**src/rtl/flag_branch_unit_pkg.sv**
```systemverilog
// ============================================================================
// Module   : flag_branch_unit_pkg
// Brief    : Shared types and constants for the flag/branch resolution unit.
// Revision : 1.0
// ============================================================================
`default_nettype none

package flag_branch_unit_pkg;

    typedef enum logic [2:0] {
        OP_ADD = 3'd0,
        OP_SUB = 3'd1,
        OP_XOR = 3'd2,
        OP_RED = 3'd3,
        OP_SLL = 3'd4,
        OP_SRA = 3'd5,
        OP_ROR = 3'd6,
        OP_PAD = 3'd7
    } opcode_t;

    typedef enum logic [2:0] {
        COND_NE  = 3'd0,
        COND_EQ  = 3'd1,
        COND_GT  = 3'd2,
        COND_LT  = 3'd3,
        COND_GE  = 3'd4,
        COND_LE  = 3'd5,
        COND_OV  = 3'd6,
        COND_UNC = 3'd7
    } br_cond_t;

    typedef enum logic [1:0] {
        S_IDLE = 2'd0,
        S_WAIT = 2'd1,
        S_RESP = 2'd2
    } br_state_t;

    localparam int c_FLAG_Z = 2;
    localparam int c_FLAG_V = 1;
    localparam int c_FLAG_N = 0;

    // Only the arithmetic ops produce meaningful overflow/sign information.
    function automatic logic writes_vn(input opcode_t op);
        return (op == OP_ADD) || (op == OP_SUB);
    endfunction

endpackage

`default_nettype wire

```
**src/rtl/flag_branch_unit_if.sv**
```systemverilog
// ============================================================================
// Module   : flag_branch_unit_if
// Brief    : ALU-retire, issue and branch request/response signal bundle.
// Revision : 1.0
// ============================================================================
`default_nettype none

interface flag_branch_unit_if;
    logic        flag_issue;
    logic        issue_ready;
    logic        alu_valid;
    logic [2:0]  alu_opcode;
    logic [2:0]  alu_flags;
    logic        br_valid;
    logic        br_ready;
    logic [2:0]  br_cond;
    logic [15:0] br_target;
    logic [15:0] br_pc_plus2;
    logic        flush;
    logic        resp_valid;
    logic        resp_taken;
    logic [15:0] resp_next_pc;
    logic [2:0]  flags;
    logic        err_underflow;

    modport master (
        output flag_issue, alu_valid, alu_opcode, alu_flags,
               br_valid, br_cond, br_target, br_pc_plus2, flush,
        input  issue_ready, br_ready, resp_valid, resp_taken,
               resp_next_pc, flags, err_underflow
    );

    modport slave (
        input  flag_issue, alu_valid, alu_opcode, alu_flags,
               br_valid, br_cond, br_target, br_pc_plus2, flush,
        output issue_ready, br_ready, resp_valid, resp_taken,
               resp_next_pc, flags, err_underflow
    );
endinterface

`default_nettype wire

```
**src/rtl/flag_branch_unit_branch_cond_eval.sv**
```systemverilog
// ============================================================================
// Module   : branch_cond_eval
// Brief    : Combinational condition-code evaluation against {Z,V,N}.
// Revision : 1.0
// ============================================================================
`default_nettype none

module branch_cond_eval
    import flag_branch_unit_pkg::*;
(
    input  wire [2:0] i_cond,
    input  wire [2:0] i_flags,
    output logic      o_taken
);

    br_cond_t w_cond;
    logic     w_z;
    logic     w_v;
    logic     w_n;

    assign w_cond = br_cond_t'(i_cond);
    assign w_z    = i_flags[c_FLAG_Z];
    assign w_v    = i_flags[c_FLAG_V];
    assign w_n    = i_flags[c_FLAG_N];

    always_comb begin
        o_taken = 1'b0;
        case (w_cond)
            COND_NE:  o_taken = !w_z;
            COND_EQ:  o_taken = w_z;
            COND_GT:  o_taken = !w_z && !w_n;
            COND_LT:  o_taken = w_n;
            COND_GE:  o_taken = w_z || !w_n;
            COND_LE:  o_taken = w_z || w_n;
            COND_OV:  o_taken = w_v;
            COND_UNC: o_taken = 1'b1;
            default:  o_taken = 1'b0;
        endcase
    end

endmodule

`default_nettype wire

```
**src/rtl/flag_branch_unit.sv**
```systemverilog
// ============================================================================
// Module   : flag_branch_unit
// Brief    : Flag register, in-flight writer counter and branch resolution FSM.
// Revision : 1.0
// ============================================================================
`default_nettype none

module flag_branch_unit
    import flag_branch_unit_pkg::*;
#(
    parameter int PEND_W = 2
)
(
    input  wire                clk,
    input  wire                rst,
    flag_branch_unit_if.slave  bus
);

    localparam logic [PEND_W-1:0] c_CNT_MAX = '1;
    localparam logic [PEND_W-1:0] c_CNT_ONE = PEND_W'(1);

    logic [PEND_W-1:0] r_count;
    logic [2:0]        r_flags;
    logic              r_err_underflow;
    br_state_t         r_state;
    br_state_t         w_state_nxt;
    logic [2:0]        r_cond;
    logic [15:0]       r_target;
    logic [15:0]       r_pc_plus2;
    logic              r_resp_taken;
    logic [15:0]       r_resp_next_pc;
    logic              w_issue_acc;
    logic              w_cnt_zero;
    logic              w_br_accept;
    logic              w_eval;
    logic              w_taken;
    logic              w_issue_ready;

    assign w_cnt_zero    = (r_count == '0);
    assign w_issue_ready = (r_count != c_CNT_MAX);
    assign w_issue_acc   = bus.flag_issue && w_issue_ready;

    // Retire at count 0 is an orphan: flag it but never wrap the counter.
    always_ff @(posedge clk or posedge rst) begin
        if (rst) begin
            r_count <= '0;
        end else if (w_issue_acc && !bus.alu_valid) begin
            r_count <= r_count + c_CNT_ONE;
        end else if (!w_issue_acc && bus.alu_valid && !w_cnt_zero) begin
            r_count <= r_count - c_CNT_ONE;
        end
    end

    always_ff @(posedge clk or posedge rst) begin
        if (rst) begin
            r_flags         <= 3'b000;
            r_err_underflow <= 1'b0;
        end else if (bus.alu_valid) begin
            r_flags[c_FLAG_Z] <= bus.alu_flags[c_FLAG_Z];
            if (writes_vn(opcode_t'(bus.alu_opcode))) begin
                r_flags[c_FLAG_V] <= bus.alu_flags[c_FLAG_V];
                r_flags[c_FLAG_N] <= bus.alu_flags[c_FLAG_N];
            end
            if (w_cnt_zero) begin
                r_err_underflow <= 1'b1;
            end
        end
    end

    always_ff @(posedge clk or posedge rst) begin
        if (rst) begin
            r_state <= S_IDLE;
        end else begin
            r_state <= w_state_nxt;
        end
    end

    // Evaluation waits for a quiet retire port so it never races a flag write.
    always_comb begin
        w_state_nxt    = r_state;
        bus.br_ready   = 1'b0;
        bus.resp_valid = 1'b0;
        w_br_accept    = 1'b0;
        w_eval         = 1'b0;
        case (r_state)
            S_IDLE: begin
                bus.br_ready = 1'b1;
                if (bus.br_valid && !bus.flush) begin
                    w_br_accept = 1'b1;
                    w_state_nxt = S_WAIT;
                end
            end
            S_WAIT: begin
                if (bus.flush) begin
                    w_state_nxt = S_IDLE;
                end else if (w_cnt_zero && !bus.alu_valid) begin
                    w_eval      = 1'b1;
                    w_state_nxt = S_RESP;
                end
            end
            S_RESP: begin
                bus.resp_valid = 1'b1;
                w_state_nxt    = S_IDLE;
            end
            default: w_state_nxt = S_IDLE;
        endcase
    end

    always_ff @(posedge clk or posedge rst) begin
        if (rst) begin
            r_cond     <= 3'b000;
            r_target   <= 16'h0000;
            r_pc_plus2 <= 16'h0000;
        end else if (w_br_accept) begin
            r_cond     <= bus.br_cond;
            r_target   <= bus.br_target;
            r_pc_plus2 <= bus.br_pc_plus2;
        end
    end

    branch_cond_eval u_cond_eval (
        .i_cond  (r_cond),
        .i_flags (r_flags),
        .o_taken (w_taken)
    );

    always_ff @(posedge clk or posedge rst) begin
        if (rst) begin
            r_resp_taken   <= 1'b0;
            r_resp_next_pc <= 16'h0000;
        end else if (w_eval) begin
            r_resp_taken   <= w_taken;
            r_resp_next_pc <= w_taken ? r_target : r_pc_plus2;
        end
    end

    assign bus.issue_ready   = w_issue_ready;
    assign bus.resp_taken    = r_resp_taken;
    assign bus.resp_next_pc  = r_resp_next_pc;
    assign bus.flags         = r_flags;
    assign bus.err_underflow = r_err_underflow;

endmodule

`default_nettype wire

```
**src/flat_wrapper.sv**
```systemverilog
// flat-port wrapper written by rule: the top's interface ports become plain ports
module flag_branch_unit_flat import flag_branch_unit_pkg::*;
#(
    parameter int PEND_W = 2
)
  (clk, rst, bus_flag_issue, bus_alu_valid, bus_alu_opcode, bus_alu_flags, bus_br_valid, bus_br_cond, bus_br_target, bus_br_pc_plus2, bus_flush, bus_issue_ready, bus_br_ready, bus_resp_valid, bus_resp_taken, bus_resp_next_pc, bus_flags, bus_err_underflow);
  flag_branch_unit_if bus_i ();
  input  wire clk;
  input  wire rst;
  input wire logic [$bits(bus_i.flag_issue)-1:0] bus_flag_issue;
  input wire logic [$bits(bus_i.alu_valid)-1:0] bus_alu_valid;
  input wire logic [$bits(bus_i.alu_opcode)-1:0] bus_alu_opcode;
  input wire logic [$bits(bus_i.alu_flags)-1:0] bus_alu_flags;
  input wire logic [$bits(bus_i.br_valid)-1:0] bus_br_valid;
  input wire logic [$bits(bus_i.br_cond)-1:0] bus_br_cond;
  input wire logic [$bits(bus_i.br_target)-1:0] bus_br_target;
  input wire logic [$bits(bus_i.br_pc_plus2)-1:0] bus_br_pc_plus2;
  input wire logic [$bits(bus_i.flush)-1:0] bus_flush;
  output wire logic [$bits(bus_i.issue_ready)-1:0] bus_issue_ready;
  output wire logic [$bits(bus_i.br_ready)-1:0] bus_br_ready;
  output wire logic [$bits(bus_i.resp_valid)-1:0] bus_resp_valid;
  output wire logic [$bits(bus_i.resp_taken)-1:0] bus_resp_taken;
  output wire logic [$bits(bus_i.resp_next_pc)-1:0] bus_resp_next_pc;
  output wire logic [$bits(bus_i.flags)-1:0] bus_flags;
  output wire logic [$bits(bus_i.err_underflow)-1:0] bus_err_underflow;
  assign bus_i.flag_issue = bus_flag_issue;
  assign bus_i.alu_valid = bus_alu_valid;
  assign bus_i.alu_opcode = bus_alu_opcode;
  assign bus_i.alu_flags = bus_alu_flags;
  assign bus_i.br_valid = bus_br_valid;
  assign bus_i.br_cond = bus_br_cond;
  assign bus_i.br_target = bus_br_target;
  assign bus_i.br_pc_plus2 = bus_br_pc_plus2;
  assign bus_i.flush = bus_flush;
  assign bus_issue_ready = bus_i.issue_ready;
  assign bus_br_ready = bus_i.br_ready;
  assign bus_resp_valid = bus_i.resp_valid;
  assign bus_resp_taken = bus_i.resp_taken;
  assign bus_resp_next_pc = bus_i.resp_next_pc;
  assign bus_flags = bus_i.flags;
  assign bus_err_underflow = bus_i.err_underflow;
  flag_branch_unit #(.PEND_W(PEND_W)) u_core (.clk(clk), .rst(rst), .bus(bus_i));
endmodule
```
**config.mk**
```make
export PLATFORM = sky130hd
export DESIGN_NAME = flag_branch_unit_flat
export DESIGN_NICKNAME = d
export VERILOG_FILES = /design/src/rtl/flag_branch_unit_pkg.sv /design/src/rtl/flag_branch_unit_if.sv /design/src/rtl/flag_branch_unit_branch_cond_eval.sv /design/src/rtl/flag_branch_unit.sv /design/src/flat_wrapper.sv
export SDC_FILE = /design/constraint.sdc
export NUM_CORES = 1
export LEC_CHECK = 0
export ABC_CLOCK_PERIOD_IN_PS = 3700
export CAP_MARGIN = 20
export CORE_MARGIN = 5
export CORE_UTILIZATION = 52
export CTS_CLUSTER_DIAMETER = 200
export CTS_CLUSTER_SIZE = 14
export DETAILED_ROUTE_END_ITERATION = 10
export GPL_TIMING_DRIVEN = 0
export PLACE_DENSITY = 0.85
export SYNTH_ARGS = -nofsm -noshare
export SYNTH_HDL_FRONTEND = slang
export SYNTH_SLANG_ARGS = --single-unit
export TNS_END_PERCENT = 1
```
**constraint.sdc**
```tcl
create_clock -name clk -period 3.7 [get_ports clk]
set_clock_uncertainty 0.1 [all_clocks]
set_input_delay 0.74 -clock clk [delete_from_list [all_inputs] [get_ports clk]]
set_output_delay 0.74 -clock clk [all_outputs]
set_load 0.01 [all_outputs]
```
==> out/results.ini <==
[run_status]
status = completed

[cts]
clock_tree.buffer_depth = 2
cts_max_level = 3
cts_hold_buf = 0
cts-buffers-inserted = 9
clk_latency_ns = 0.33
cts-root-buf = clkbuf_8
path_clk_slew_ns = 0.07
postCtsSetupBuffers = 0
post_cts_resized = 0
numClockSinks = 60
cts_tree = yes

[worst_setup_path]
crit_chain = clkdlybuf4s50_1 -> nor3_1 -> and3_1 -> buf_2 -> clkbuf_1 -> nor2_1 -> a31oi_1
cp_data_required_time_ns = 3.85
critPathMaxStageDelay_ns = 0.54
r2r-end = u_core.bus.resp_next_pc[0]
crit_path_start_kind = input pin
cp_max_fo = 10
reg2reg_slack_ns = 1.76
slowest_stage = clkdlybuf4s50_1
reg2reg_depth = 6
arrival_ns = 2.59
path_buf_inv = 3
critPathKind = in -> reg
r2r-start = u_core.r_count[0]
endpoint_kind = flip-flop
crit_family = buffers and inverters

[power_and_ir_drop]
powerDensity_mw_per_mm2 = 644
leakage_nw = 1.51
peakVddDrop_mv = 0.359
power_mw = 2.37

[routing]
wl_per_cell_um = 17.6
firstDrtPassIters = 4
vias = 2059
initialDrtViolationCount = 144
drtAntennaViolNets = 0
drt_wl_total_um = 6530
drc = 0
vias_per_cell = 5.53

[timing]
setup_viol = 0
report.final.slew_viol_count = 0
period_share_pct = 66.0
period_needed_ns = 2.44
worst_slew_pin_slew_ns = 0.625
holdWs_ns = 0.364
max_slew_margin_pct = 58.3
clock.fmax_mhz = 410
setup_tns_ns = 0
hold_viol_final = 0
rsz0062_at_grt = false

[logic_synthesis]
ys_ff_latch = 60
ys_seq_area_share_pct = 55.3
synth_area_leader_cell = dfrtp_1
async_reset_ff_share_pct = 100
postSynthCellCount = 216
ys.warnings.count = 0
synth_fp_nets = 263
synth_edf_count = 0
avgSynthCellArea_um2 = 12.6
synthDominantCellAreaShare_pct = 55.3
synth_area_mm2 = 0.00272
synthTopCellsByArea = dfrtp_1 (55%), mux2_2 (15%), o211ai_1 (4.4%), a31oi_1 (3.7%), nand3_2 (3.3%)
synth_ff_type = dfrtp_1
ys_types = 37

[floorplanning]
die_y_um = 82.3
row_count = 26
die-area_mm2 = 0.00677
initial_core_util_pct = 53.5
die-width_um = 82.3
ios = 71
core-area_mm2 = 0.00507

[layout]
syn2layout_area_growth_pct = 35.6
final_nets = 344
stdcell_count = 372
layout-drive-gt1-share_pct = 27.2
diodes = 0
num-fill-cells = 381

[global_route]
grt_overflow = 0
grtUsageTotal_pct = 21.4
antenna_found_initial = 0
grt_pass1_vias = 2161
grt_max_degree = 33
grt_pass1_wl_um = 10600

[flow_run]
max_cap_viol_count = 0

[hold_path]
whs_endpoint = u_core.bus.err_underflow
hold_start = u_core.bus.err_underflow
hold_path_class = reg -> reg
hold_depth = 1

[place]
gp_congestion = 0.816
dp.cells = 356
io_buffers = 69
hpwl_um = 4640

[kinds of logic (layout without fill, tap and decap cells)]
group           after synthesis  in the layout  share of synthesized area (%)
flops                        60             60                           55.3
buf+inv                      19            105                           4.70
xor+xnor                      1              1                          0.323
simple gates                 53             53                           11.3
mux                          37             37                           15.5
compound gates               46             46                           12.9
[cells in the final DEF (no fill, tap or decap), types with 5 or more instances in the layout]
| cell type | n |
|---|---|
| clkdlybuf4s50_1 | 69 |
| dfrtp_1 | 60 |
| mux2_2 | 36 |
| nor2_1 | 21 |
| o211ai_1 | 16 |
| a31oi_1 | 16 |
| clkbuf_8 | 10 |
| nand3_2 | 9 |
| nand3_1 | 7 |
| nand2_1 | 5 |
[Yosys cell counts (2+ instances only)]
library cell,count
a21oi_1,2
a31oi_1,16
buf_2,4
buf_4,3
buf_6,3
clkbuf_1,3
dfrtp_1,60
inv_1,3
mux2_2,36
nand2_1,5
nand3_1,7
nand3_2,9
nor2_1,21
nor2b_1,3
o211ai_1,16
o21ai_0,4
[per-layer routing]
metal  wire length (um)  track usage [%]  vias up
li1                   -                -      955
met1               2620             26.9     1024
met2               3390             36.3       68
met3                409             3.69       12
met4                114             8.80        0
met5                  0                0        -
[power breakdown]
part           switching (mW)  leakage [nW]  total (mW)  internal, mW
logic                   0.375         0.706       0.852         0.476
clock network           0.256        0.0889       0.513         0.257
registers               0.147         0.717        1.01         0.859
[layout make-up]
class                   instances  area, um^2  area share (%)
flip-flops and latches         60        1500            40.8
multi-input cells             137        1090            29.5
repair buffers                 70         711            19.3
clock buffers                  11         141            3.84
plain buffers                  15         113            3.06
well taps                      70        87.6            2.38
clock inverters                 5        27.5           0.748
inverters                       4        15.0           0.408
[metrics by stage]
step	setup WS (ns)	instance area, um^2	utilization (%)
after global placement	0.320	3490	68.8
after detailed placement	0.904	3510	69.2
after CTS	1.26	3680	72.6
after floorplan	1.38	2720	-
final	1.26	3680	72.6
after global routing	1.06	3680	72.6
[worst reg2reg max path, stage by stage, from the launching register on]
cell and delay [ns]:
dfrtp_1 0.43, nor3_1 0.31, and3_1 0.20, buf_2 0.19, clkbuf_1 0.40, nor2_1 0.08, a31oi_1 0.14
[registers in the layout, summed over array words and instances, names as in the netlist]
name / flops
u_core.r_pc_plus2: 16
u_core.r_target: 16
u_core.bus.flags: 3
u_core.bus.resp_next_pc: 16
u_core.r_count: 2
u_core.bus.resp_taken: 1
u_core.r_cond: 3
u_core.bus.err_underflow: 1
u_core.r_state: 2
[worst max-delay path by stage]
stage | startpoint | end | slack (ns) | depth (start not counted)
after floorplan | rst | u_core.bus.err_underflow | 1.38 | 1
after global routing | bus_alu_valid | u_core.bus.resp_taken | 1.06 | 7
final | bus_alu_valid | u_core.bus.resp_next_pc[0] | 1.26 | 7
after CTS | bus_alu_valid | u_core.bus.resp_next_pc[4] | 1.26 | 6
after detailed placement | bus_alu_valid | u_core.bus.resp_next_pc[1] | 0.90 | 6
after global placement | rst | u_core.r_cond[1] | 0.32 | 2
Power figures use the tool's default switching activity.
